**config.mk**
```make
export PLATFORM = sky130hd
export DESIGN_NAME = morse_tx
export DESIGN_NICKNAME = d
export VERILOG_FILES = /design/src/rtl/morse_pkg.sv /design/src/rtl/morse_unit_timer.sv /design/src/rtl/morse_tx.sv
export SDC_FILE = /design/constraint.sdc
export NUM_CORES = 1
export LEC_CHECK = 0
export CAP_MARGIN = 20
export CORE_MARGIN = 2
export CORE_UTILIZATION = 65
export DETAILED_ROUTE_END_ITERATION = 10
export PLACE_DENSITY_LB_ADDON = 0.12
export SYNTH_ARGS = -nofsm -noshare
export SYNTH_HDL_FRONTEND = slang
export SYNTH_HIERARCHICAL = 1
export SYNTH_SLANG_ARGS = --single-unit
```
**constraint.sdc**
```tcl
create_clock -name clock -period 5.3 [get_ports clock]
set_input_delay 1.06 -clock clock [delete_from_list [all_inputs] [get_ports clock]]
set_output_delay 1.06 -clock clock [all_outputs]
set_load 0.02 [all_outputs]
```
**src/rtl/morse_pkg.sv**
```systemverilog
// ---------------------------------------------------------------------------
// morse_pkg
// Shared definitions for the Morse letter transmitter:
//   - FSM state type (IDLE, MARK, GAP, TRAIL)
//   - Morse timing constants, expressed in units
//   - letter table: code 0..25 (A..Z) -> {elem_cnt[2:0], dash_mask[3:0]}
// The dash mask is MSB-first: bit 3 is the first element, bit 2 the second,
// and so on. A set bit means that element is a dash.
// ---------------------------------------------------------------------------
package morse_pkg;

  typedef enum logic [1:0] {
    IDLE  = 2'd0,
    MARK  = 2'd1,
    GAP   = 2'd2,
    TRAIL = 2'd3
  } morse_state_e;

  localparam int MORSE_NUM_LETTERS = 26;
  localparam int MORSE_MAX_ELEMS   = 4;
  localparam int DOT_UNITS         = 1;
  localparam int DASH_UNITS        = 3;
  localparam int GAP_UNITS         = 1;
  localparam int TRAIL_UNITS       = 3;

  // Width of the element index; four elements fit in two bits.
  localparam int ELEM_IDX_W = $clog2(MORSE_MAX_ELEMS);

  function automatic logic [6:0] morse_letter(input logic [4:0] idx);
    logic [6:0] entry;
    entry = 7'd0;
    case (idx)
      5'd0:  entry = {3'd2, 4'b0100}; // A .-
      5'd1:  entry = {3'd4, 4'b1000}; // B -...
      5'd2:  entry = {3'd4, 4'b1010}; // C -.-.
      5'd3:  entry = {3'd3, 4'b1000}; // D -..
      5'd4:  entry = {3'd1, 4'b0000}; // E .
      5'd5:  entry = {3'd4, 4'b0010}; // F ..-.
      5'd6:  entry = {3'd3, 4'b1100}; // G --.
      5'd7:  entry = {3'd4, 4'b0000}; // H ....
      5'd8:  entry = {3'd2, 4'b0000}; // I ..
      5'd9:  entry = {3'd4, 4'b0111}; // J .---
      5'd10: entry = {3'd3, 4'b1010}; // K -.-
      5'd11: entry = {3'd4, 4'b0100}; // L .-..
      5'd12: entry = {3'd2, 4'b1100}; // M --
      5'd13: entry = {3'd2, 4'b1000}; // N -.
      5'd14: entry = {3'd3, 4'b1110}; // O ---
      5'd15: entry = {3'd4, 4'b0110}; // P .--.
      5'd16: entry = {3'd4, 4'b1101}; // Q --.-
      5'd17: entry = {3'd3, 4'b0100}; // R .-.
      5'd18: entry = {3'd3, 4'b0000}; // S ...
      5'd19: entry = {3'd1, 4'b1000}; // T -
      5'd20: entry = {3'd3, 4'b0010}; // U ..-
      5'd21: entry = {3'd4, 4'b0001}; // V ...-
      5'd22: entry = {3'd3, 4'b0110}; // W .--
      5'd23: entry = {3'd4, 4'b1001}; // X -..-
      5'd24: entry = {3'd4, 4'b1011}; // Y -.--
      5'd25: entry = {3'd4, 4'b1100}; // Z --..
      default: entry = 7'd0;
    endcase
    return entry;
  endfunction

endpackage

```
**src/rtl/morse_unit_timer.sv**
```systemverilog
// ---------------------------------------------------------------------------
// morse_unit_timer
// Down-counter that produces one tick per Morse unit (CLK_DIV cycles).
// Ports:
//   clock  - system clock
//   reset  - asynchronous, active-low reset (loads CLK_DIV-1)
//   run    - count enable; the counter holds while low
//   clear  - synchronous reload to CLK_DIV-1 (letter acceptance / abort)
//   tick   - high in the last enabled cycle of each unit
// ---------------------------------------------------------------------------
module morse_unit_timer
  import morse_pkg::*;
#(
  parameter int CLK_DIV = 25000000
) (
  input  logic clock,
  input  logic reset,
  input  logic run,
  input  logic clear,
  output logic tick
);

  localparam logic [27:0] RELOAD = 28'(CLK_DIV - 1);

  logic [27:0] timer_q, timer_d;

  assign tick = run && (timer_q == 28'd0);

  // Reload on every tick so the next unit starts immediately; CLK_DIV=1
  // therefore ticks on every running cycle.
  always_comb begin
    timer_d = timer_q;
    if (clear || tick) begin
      timer_d = RELOAD;
    end else if (run) begin
      timer_d = timer_q - 28'd1;
    end
  end

  always_ff @(posedge clock or negedge reset) begin
    if (!reset) begin
      timer_q <= RELOAD;
    end else begin
      timer_q <= timer_d;
    end
  end

endmodule

```
**src/rtl/morse_tx.sv**
```systemverilog
// ---------------------------------------------------------------------------
// morse_tx
// Morse letter transmitter: accepts A..Z codes over a valid/ready handshake
// and drives one LED line (dot 1 unit, dash 3, intra-letter gap 1, trail 3).
// Ports:
//   clock, reset       - system clock, asynchronous active-low reset
//   enable             - freezes timer, unit count and state while low
//   abort              - synchronous cancel of the letter in flight
//   repeat_en          - only with MORSE_TX_REPEAT_EN: replay the letter
//   in_valid, in_code  - letter offer; transfer when in_valid && in_ready
//   in_ready           - high only in IDLE
//   led                - registered Morse output
//   busy               - high outside IDLE
//   done               - one-cycle pulse in the final cycle of the trail
//   err                - one-cycle pulse after an out-of-range code is taken
// Optional feature macro: MORSE_TX_REPEAT_EN.
// ---------------------------------------------------------------------------
module morse_tx
  import morse_pkg::*;
#(
  parameter int CLK_DIV = 25000000,
  parameter int CODE_W  = 5
) (
  input  logic              clock,
  input  logic              reset,
  input  logic              enable,
  input  logic              abort,
`ifdef MORSE_TX_REPEAT_EN
  // Called repeat_en because "repeat" is a reserved word.
  input  logic              repeat_en,
`endif
  input  logic              in_valid,
  input  logic [CODE_W-1:0] in_code,
  output logic              in_ready,
  output logic              led,
  output logic              busy,
  output logic              done,
  output logic              err
);

  localparam logic [1:0] DOT_LAST   = 2'(DOT_UNITS - 1);
  localparam logic [1:0] DASH_LAST  = 2'(DASH_UNITS - 1);
  localparam logic [1:0] GAP_LAST   = 2'(GAP_UNITS - 1);
  localparam logic [1:0] TRAIL_LAST = 2'(TRAIL_UNITS - 1);

  morse_state_e          state_q, state_d;
  logic [1:0]            unit_q, unit_d;
  logic [ELEM_IDX_W-1:0] idx_q, idx_d;
  logic [2:0]            cnt_q, cnt_d;
  logic [3:0]            mask_q, mask_d;
  logic                  led_q, led_d;
  logic                  err_q, err_d;

  logic       tick;
  logic       accept;
  logic       code_bad;
  logic       replay;
  logic       is_dash;
  logic       last_elem;
  logic [1:0] mark_last;
  logic [6:0] entry;

  // abort wins over the handshake, so an aborted offer is never taken.
  assign accept    = in_valid && (state_q == IDLE) && !abort;
  assign code_bad  = (32'(in_code) >= 32'(MORSE_NUM_LETTERS));
  assign entry     = morse_letter(5'(in_code));
  assign is_dash   = mask_q[2'd3 - idx_q];
  assign mark_last = is_dash ? DASH_LAST : DOT_LAST;
  assign last_elem = ({1'b0, idx_q} == (cnt_q - 3'd1));

`ifdef MORSE_TX_REPEAT_EN
  assign replay = repeat_en;
`else
  assign replay = 1'b0;
`endif

  morse_unit_timer #(
    .CLK_DIV(CLK_DIV)
  ) u_timer (
    .clock (clock),
    .reset (reset),
    .run   (enable && (state_q != IDLE)),
    .clear (accept || abort),
    .tick  (tick)
  );

  // Every transition happens on a unit tick, so the unit counter simply
  // restarts at zero on each state entry. done is decoded combinationally
  // so it marks the last trail cycle itself.
  always_comb begin
    state_d = state_q;
    unit_d  = unit_q;
    idx_d   = idx_q;
    cnt_d   = cnt_q;
    mask_d  = mask_q;
    led_d   = led_q;
    err_d   = 1'b0;
    done    = 1'b0;
    if (abort) begin
      state_d = IDLE;
      unit_d  = 2'd0;
      idx_d   = '0;
      led_d   = 1'b0;
    end else begin
      case (state_q)
        IDLE: begin
          if (accept) begin
            if (code_bad) begin
              err_d = 1'b1;
            end else begin
              cnt_d   = entry[6:4];
              mask_d  = entry[3:0];
              state_d = MARK;
              led_d   = 1'b1;
              unit_d  = 2'd0;
              idx_d   = '0;
            end
          end
        end
        MARK: begin
          if (tick) begin
            if (unit_q == mark_last) begin
              unit_d  = 2'd0;
              led_d   = 1'b0;
              state_d = last_elem ? TRAIL : GAP;
            end else begin
              unit_d = unit_q + 2'd1;
            end
          end
        end
        GAP: begin
          if (tick) begin
            if (unit_q == GAP_LAST) begin
              unit_d  = 2'd0;
              idx_d   = idx_q + 1'b1;
              led_d   = 1'b1;
              state_d = MARK;
            end else begin
              unit_d = unit_q + 2'd1;
            end
          end
        end
        TRAIL: begin
          if (tick) begin
            if (unit_q == TRAIL_LAST) begin
              done   = 1'b1;
              unit_d = 2'd0;
              idx_d  = '0;
              if (replay) begin
                state_d = MARK;
                led_d   = 1'b1;
              end else begin
                state_d = IDLE;
                led_d   = 1'b0;
              end
            end else begin
              unit_d = unit_q + 2'd1;
            end
          end
        end
        default: state_d = IDLE;
      endcase
    end
  end

  always_ff @(posedge clock or negedge reset) begin
    if (!reset) begin
      state_q <= IDLE;
      unit_q  <= 2'd0;
      idx_q   <= '0;
      cnt_q   <= 3'd0;
      mask_q  <= 4'd0;
      led_q   <= 1'b0;
      err_q   <= 1'b0;
    end else begin
      state_q <= state_d;
      unit_q  <= unit_d;
      idx_q   <= idx_d;
      cnt_q   <= cnt_d;
      mask_q  <= mask_d;
      led_q   <= led_d;
      err_q   <= err_d;
    end
  end

  assign in_ready = (state_q == IDLE);
  assign busy     = (state_q != IDLE);
  assign led      = led_q;
  assign err      = err_q;

endmodule
```
==> impl_metrics.py, run 1 <==
metrics = {
    "run_status": {
        "outcome": "complete, no violations",
    },
    "timing": {
        "slew_viol_final": 0,
        "grt_setup_unrepaired": "false",
        "final_min_period_over_clock_period": 0.8537,
        "final_critical_path_required_period_ps": 4525,
        "timing.final.hold_violations": 0,
        "max_slew.worst_pin.slew_ps": 914.5,
        "max-slew-margin-rel": 0.3903,
        "fin_worst_skew_ps": 3.317,
        "setup_total_negative_slack_ps": 0,
        "achievable-frequency_ghz": 0.2210,
        "report.final.setup_viol": 0,
    },
    "route": {
        "drcViolationCount": 0,
        "vias_per_cell": 5.931,
        "finalWirelength_um": 5269,
        "antenna_left": 0,
        "drt_first_pass_iters": 4,
        "vias": 2147,
        "post_drt_wl_per_cell_um": 14.56,
        "detailedRoute.firstIterationViolations": 93,
    },
    "worst_setup_path": {
        "cp_arrival_ps": 3460,
        "worst_setup_path_start_kind": "input pin",
        "timing.critical_path.required_ps": 4240,
        "setup.worst_path.class": "input pin to primary output",
        "timing.critical_path.fanout_max": 7,
        "timing.critical_path.to_type": "primary output",
    },
    "clock_network": {
        "h_tree_levels": 2,
        "clock_insertion_delay_worst_skew_ps": 290,
        "clk_pin_slew_ps": 80,
        "max-clock-path-buffers": 2,
        "cts_repair_resize_count": 0,
        "cts_tree": "yes",
        "ctsHoldBuffers": 0,
        "cts-buffers-inserted": 5,
        "cts-root-buf": "clkbuf_8",
        "number_of_clock_sinks_seen_by_cts": 43,
        "setup_fix_buffers_added_after_clock_tree_synthesis": 0,
    },
    "run": {
        "max-cap-violations": 0,
    },
    "power_and_ir_drop": {
        "internal-power_w": 0.0006404,
        "peakVddDrop_mv": 0.2347,
        "combinationalPowerShare": 0.316,
        "switching_share": 0.3274,
        "switching_power_w": 0.0003117,
        "p_clk_frac": 0.256,
        "power.share.sequential": 0.428,
        "powerDensity_nw_per_um2": 301.9,
        "report.power.total_w": 0.0009520,
        "power.leakage_nw": 1.229,
    },
    "die": {
        "chipHeight_um": 70.87,
        "standard_cell_core_area_um2": 4324,
        "start_util": 0.6722,
        "dieArea_um2": 5023,
        "placement_rows": 24,
        "die_width_um": 70.87,
        "num_io_pins": 15,
    },
    "grt": {
        "grt_start_max_net_pins": 44,
        "grt_antenna_before_repair": 0,
        "grt_first_pass_wirelength_um": 8949,
        "globalRouteOverflowTotal": 0,
        "first_global_vias": 2115,
        "overall_track_demand_over_capacity_in_global_routing": 0.2192,
    },
    "final_layout": {
        "final_cell_mix": "nand2_1 (41), dfrtp_1 (26), nor2_1 (24)",
        "fin_nets": 332,
        "antennaDiodeCount": 0,
        "proportion_of_layout_cells_with_a_drive_suffix_above_1": 0.1677,
        "most_frequent_standard_cell_in_the_layout_excluding_fill_and_tap_cells": "nand2_1",
        "area_growth_pct": 8.480,
    },
    "placed_design": {
        "io_buffers": 14,
        "gp_routability_congestion": 0.7812,
        "placed_wire_length_estimate_after_detailed_placement_um": 3740,
    },
    "synthesis": {
        "synthCells": 301,
        "synth_ff_type": "dfrtp_1",
        "ys_seq_elements": 43,
        "synth.cell_area_um2": 2907,
        "syn_nets": 324,
        "synth.yosys.warnings": 6,
        "synth_seq_area_share": 0.3775,
        "synth_enable_flop_cells": 0,
        "asyncSetResetFlopFracSynth": 1.000,
        "postSynthAreaPerCell_um2": 9.656,
        "yosys.cell_types.count": 62,
    },
    "worst_hold_path": {
        "holdCritPathClass": "flip-flop to flip-flop",
    },
}
[final cells by class]
cell class,count,area [µm²]
multi-input combinational,234,1699
inverter,11,43.79
timing repair buffer,14,135.1
clock buffer,7,107.6
tap,52,65.06
fill,346,1171
sequential,43,1097
clock inverter,1,5.005
[state kept, by name, summed over array words and instances, names as in the netlist]
signal,count
u_timer/timer_q,28
mask_q,4
cnt_q,3
idx_q,2
state_q,2
unit_q,2
err,1
led,1
[cell families after synthesis]
| group | Yosys count | synth area share |
|---|---|---|
| mux | 11 | 0.04520 |
| compound gates | 49 | 0.1218 |
| buf+inv | 24 | 0.03788 |
| xor+xnor | 32 | 0.09642 |
| fa+ha+maj | 13 | 0.05596 |
| simple gates | 129 | 0.2652 |
| flops | 43 | 0.3775 |
[critical path, stage by stage]
cell and delay [ps]:
clkdlybuf4s50_1 450, and2_1 250, nor4bb_1 240, nand4_1 210, nor4_4 360, nand2_1 170
nor2_1 130, clkdlybuf4s50_1 600
[per-stage QoR]
stage / area (µm²) / hold slack (ps) / instances / util / worst slack [ps]
detailed placement: 3040 / 465.7 / 354 / 0.7031 / 790.1
finish: 3153 / 485.4 / 362 / 0.7292 / 775.1
global route: 3153 / 502.6 / 362 / 0.7292 / 563.1
global placement: 3040 / 458.3 / 354 / 0.7031 / 841.7
floorplan: 2907 / 448.6 / 301 / - / 1847
CTS: 3153 / 485.3 / 362 / 0.7292 / 785.5
[per-layer routing]
| metal | up-vias | GRT usage | part of all wire |
|---|---|---|---|
| met1 | 1045 | 0.2749 | 0.45 |
| li1 | 1072 | - | - |
| met2 | 23 | 0.3853 | 0.51 |
| met3 | 7 | 0.03134 | 0.018 |
| met5 | - | 0 | 0 |
| met4 | 0 | 0.07966 | 0.015 |
[synthesized netlist by cell type (3+ instances only)]
cell type	count	share of area
a21oi_1	6	0.010
ha_1	13	0.056
nor2b_1	5	0.011
xor2_1	10	0.030
nor4_4	4	0.029
mux2i_1	6	0.021
nor2_1	24	0.031
buf_2	5	0.0086
and2_1	4	0.0086
xnor2_1	22	0.066
clkbuf_1	6	0.0077
nor3_1	12	0.021
dfstp_2	17	0.15
dfrtp_1	26	0.22
a31oi_1	3	0.0065
nand3_1	5	0.0086
nand2b_1	5	0.011
inv_1	10	0.013
nand2_1	41	0.053
mux2_2	3	0.012
a21o_1	4	0.010
o21ai_0	15	0.026
or3_1	4	0.0086
o31ai_1	3	0.0077
[power by group through the flow]
stage	Combinational [W]	Sequential (W)	Clock, W
6_report	0.000301	0.000408	0.000243
5_1_grt	0.000329	0.000414	0.000259
4_1_cts	0.000303	0.000409	0.000248
3_5_place_dp	0.000301	0.000414	0
3_3_place_gp	0.000292	0.000413	0
2_1_floorplan	0.000244	0.000400	0
[final timing paths]
| kind | start | to | slack, ps | depth (start not counted) |
|---|---|---|---|---|
| min in group asynchronous | reset | u_timer/timer_q[6]$_DFFE_PN0P_ | 900 | 1 |
| min reg2reg | mask_q[2]$_DFFE_PN0P_ | mask_q[2]$_DFFE_PN0P_ | 490 | 1 |
| max reg2reg | state_q[0]$_DFFE_PN0P_ | idx_q[0]$_DFFE_PN0P_ | 2550 | 8 |
| max in group asynchronous | reset | mask_q[0]$_DFFE_PN0P_ | 3830 | 1 |
| min | mask_q[2]$_DFFE_PN0P_ | mask_q[2]$_DFFE_PN0P_ | 490 | 1 |
| max | enable | done | 780 | 8 |
Note: power is estimated with default switching activity, not from simulation.
==> inputs of run 2 (changes only) <==
--- a/config.mk
+++ b/config.mk
@@ -7,7 +7,7 @@
 export LEC_CHECK = 0
 export CAP_MARGIN = 20
 export CORE_MARGIN = 2
-export CORE_UTILIZATION = 65
+export CORE_UTILIZATION = 50
 export DETAILED_ROUTE_END_ITERATION = 10
 export PLACE_DENSITY_LB_ADDON = 0.12
 export SYNTH_ARGS = -nofsm -noshare
==> run 2 against run 1 <==
Against the previous run: core utilization shrank 16 points; critical path depth unchanged; cell area shrank 0.20%; combinational power hardly changed; final cell count up 5.5%; sequential share of layout area is 0.069 points higher; global-route usage is 3.5 points lower; non-clock buffer count did not move; die area increased by 28%; clock skew is 1.2 ps higher; largest power group unchanged.
==> impl_metrics.py, run 2 (synthesis results as in run 1) <==
metrics = {
    "final_layout": {
        "postLayoutCoreUtil": 0.5645,
        "fin_nets": 332,
        "layout_top_registers": "u_timer/timer_q x28, mask_q x4, cnt_q x3",
        "final_cell_mix": "nand2_1 (41), dfrtp_1 (26), nor2_1 (24)",
        "area_growth_pct": 8.265,
        "most_frequent_standard_cell_in_the_layout_excluding_fill_and_tap_cells": "nand2_1",
        "number_of_flip_flops_under_the_largest_register_name": 28,
        "antennaDiodeCount": 0,
        "proportion_of_layout_cells_with_a_drive_suffix_above_1": 0.1613,
        "fillers": 546,
        "final_cell_count_no_fill": 382,
        "top_register": "u_timer/timer_q",
    },
    "placed_design": {
        "placed_wire_length_estimate_after_detailed_placement_um": 3768,
        "io_buffers": 14,
        "dpl.cell_count": 374,
        "gp_routability_congestion": 0.7696,
    },
    "worst_hold_path": {
        "holdCritPathClass": "flip-flop to flip-flop",
    },
    "grt": {
        "grt_antenna_before_repair": 0,
        "overall_track_demand_over_capacity_in_global_routing": 0.1840,
        "grt_first_pass_wirelength_um": 9287,
        "first_global_vias": 2057,
        "grt_start_max_net_pins": 44,
        "globalRouteOverflowTotal": 0,
    },
    "clock_network": {
        "h_tree_levels": 2,
        "cts-root-buf": "clkbuf_8",
        "number_of_clock_sinks_seen_by_cts": 43,
        "setup_fix_buffers_added_after_clock_tree_synthesis": 0,
        "max-clock-path-buffers": 2,
        "clock_insertion_delay_worst_skew_ps": 290,
        "cts_tree": "yes",
        "cts_repair_resize_count": 0,
        "clk_pin_slew_ps": 80,
        "ctsHoldBuffers": 0,
        "cts-buffers-inserted": 5,
    },
    "die": {
        "placement_rows": 27,
        "dieArea_um2": 6439,
        "standard_cell_core_area_um2": 5574,
        "num_io_pins": 15,
        "die_width_um": 80.25,
        "chipHeight_um": 80.25,
        "start_util": 0.5214,
    },
    "power_and_ir_drop": {
        "power.leakage_nw": 1.212,
        "powerDensity_nw_per_um2": 288.3,
        "peakVddDrop_mv": 0.2017,
    },
    "run_status": {
        "outcome": "complete, no violations",
    },
    "worst_setup_path": {
        "cp_arrival_ps": 3480,
        "critPathCapture": "done",
        "worst_setup_path_start_kind": "input pin",
        "crit-reg2reg-capture": "idx_q[0]$_DFFE_PN0P_",
        "rrSetupSlack_ps": 2530,
        "setup.worst_path.class": "input pin to primary output",
        "timing.critical_path.required_ps": 4240,
        "critical_path.startpoint": "enable",
        "timing.critical_path.fanout_max": 7,
        "timing.critical_path.to_type": "primary output",
        "crit-reg2reg-launch": "state_q[0]$_DFFE_PN0P_",
        "timing.reg2reg.worst_path_depth": 8,
    },
    "route": {
        "finalWirelength_um": 5286,
        "antenna_left": 0,
        "vias_per_cell": 5.461,
        "detailedRoute.firstIterationViolations": 68,
        "drcViolationCount": 0,
        "vias": 2086,
        "drt_first_pass_iters": 4,
        "post_drt_wl_per_cell_um": 13.84,
    },
    "timing": {
        "grt_setup_unrepaired": "false",
        "max-slew-margin-rel": 0.3606,
        "max_slew.worst_pin.slew_ps": 959.1,
        "final_min_period_over_clock_period": 0.8570,
        "timing.final.hold_violations": 0,
        "report.final.setup_viol": 0,
        "fin_worst_skew_ps": 4.537,
        "final_critical_path_required_period_ps": 4542,
        "achievable-frequency_ghz": 0.2202,
        "setup_total_negative_slack_ps": 0,
        "slew_viol_final": 0,
    },
    "run": {
        "max-cap-violations": 0,
    },
}
## run 2: layer usage
layer / vias up / global-route usage / wire length [µm]
li1: 1060 / - / -
met1: 1010 / 0.2356 / 2482
met2: 12 / 0.3150 / 2660
met3: 4 / 0.03708 / 98
met4: 0 / 0.05085 / 45
met5: - / 0 / 0
## run 2: critical path, stage by stage
cell and delay, ps:
clkdlybuf4s50_1 460, and2_1 240, nor4bb_1 230, nand4_1 210, nor4_4 350, nand2_1 170
nor2_1 140, clkdlybuf4s50_1 620
## run 2: worst min-delay path by stage
stage	start	end	slack, ps	cells after the start
finish	mask_q[2]$_DFFE_PN0P_	mask_q[2]$_DFFE_PN0P_	480	1
global route	led$_DFFE_PN0P_	led$_DFFE_PN0P_	500	1
CTS	mask_q[2]$_DFFE_PN0P_	mask_q[2]$_DFFE_PN0P_	480	1
detailed placement	mask_q[2]$_DFFE_PN0P_	mask_q[2]$_DFFE_PN0P_	460	1
global placement	mask_q[2]$_DFFE_PN0P_	mask_q[2]$_DFFE_PN0P_	460	1
floorplan	mask_q[2]$_DFFE_PN0P_	mask_q[2]$_DFFE_PN0P_	450	1
## run 2: layout make-up
class	count	area, µm²	area share
sequential	43	1097	0.3487
timing repair buffer	14	135.1	0.04294
inverter	11	43.79	0.01392
clock buffer	7	76.32	0.02425
tap	72	90.09	0.02863
clock inverter	1	5.005	0.001590
multi-input combinational	234	1699	0.5400
## run 2: where the power goes
part	total, W	leakage, nW	internal, W	switching (W)
Sequential	0.000409	0.530	0.000369	0.0000399
Clock	0.000200	0.0422	0.0000926	0.000107
Combinational	0.000299	0.640	0.000138	0.000161
## run 2: metrics by stage
stage                     hold slack (ps)  power (W)  cell area, µm²  setup WS [ps]
after global placement              460.0  0.0007130            3065          782.4
after detailed placement            464.7  0.0007176            3065          751.5
after global routing                502.0  0.0009758            3147          536.3
after floorplan                     448.6  0.0006442            2907           1847
after CTS                           482.8  0.0009225            3147          743.9
final                               477.4  0.0009073            3147          758.2
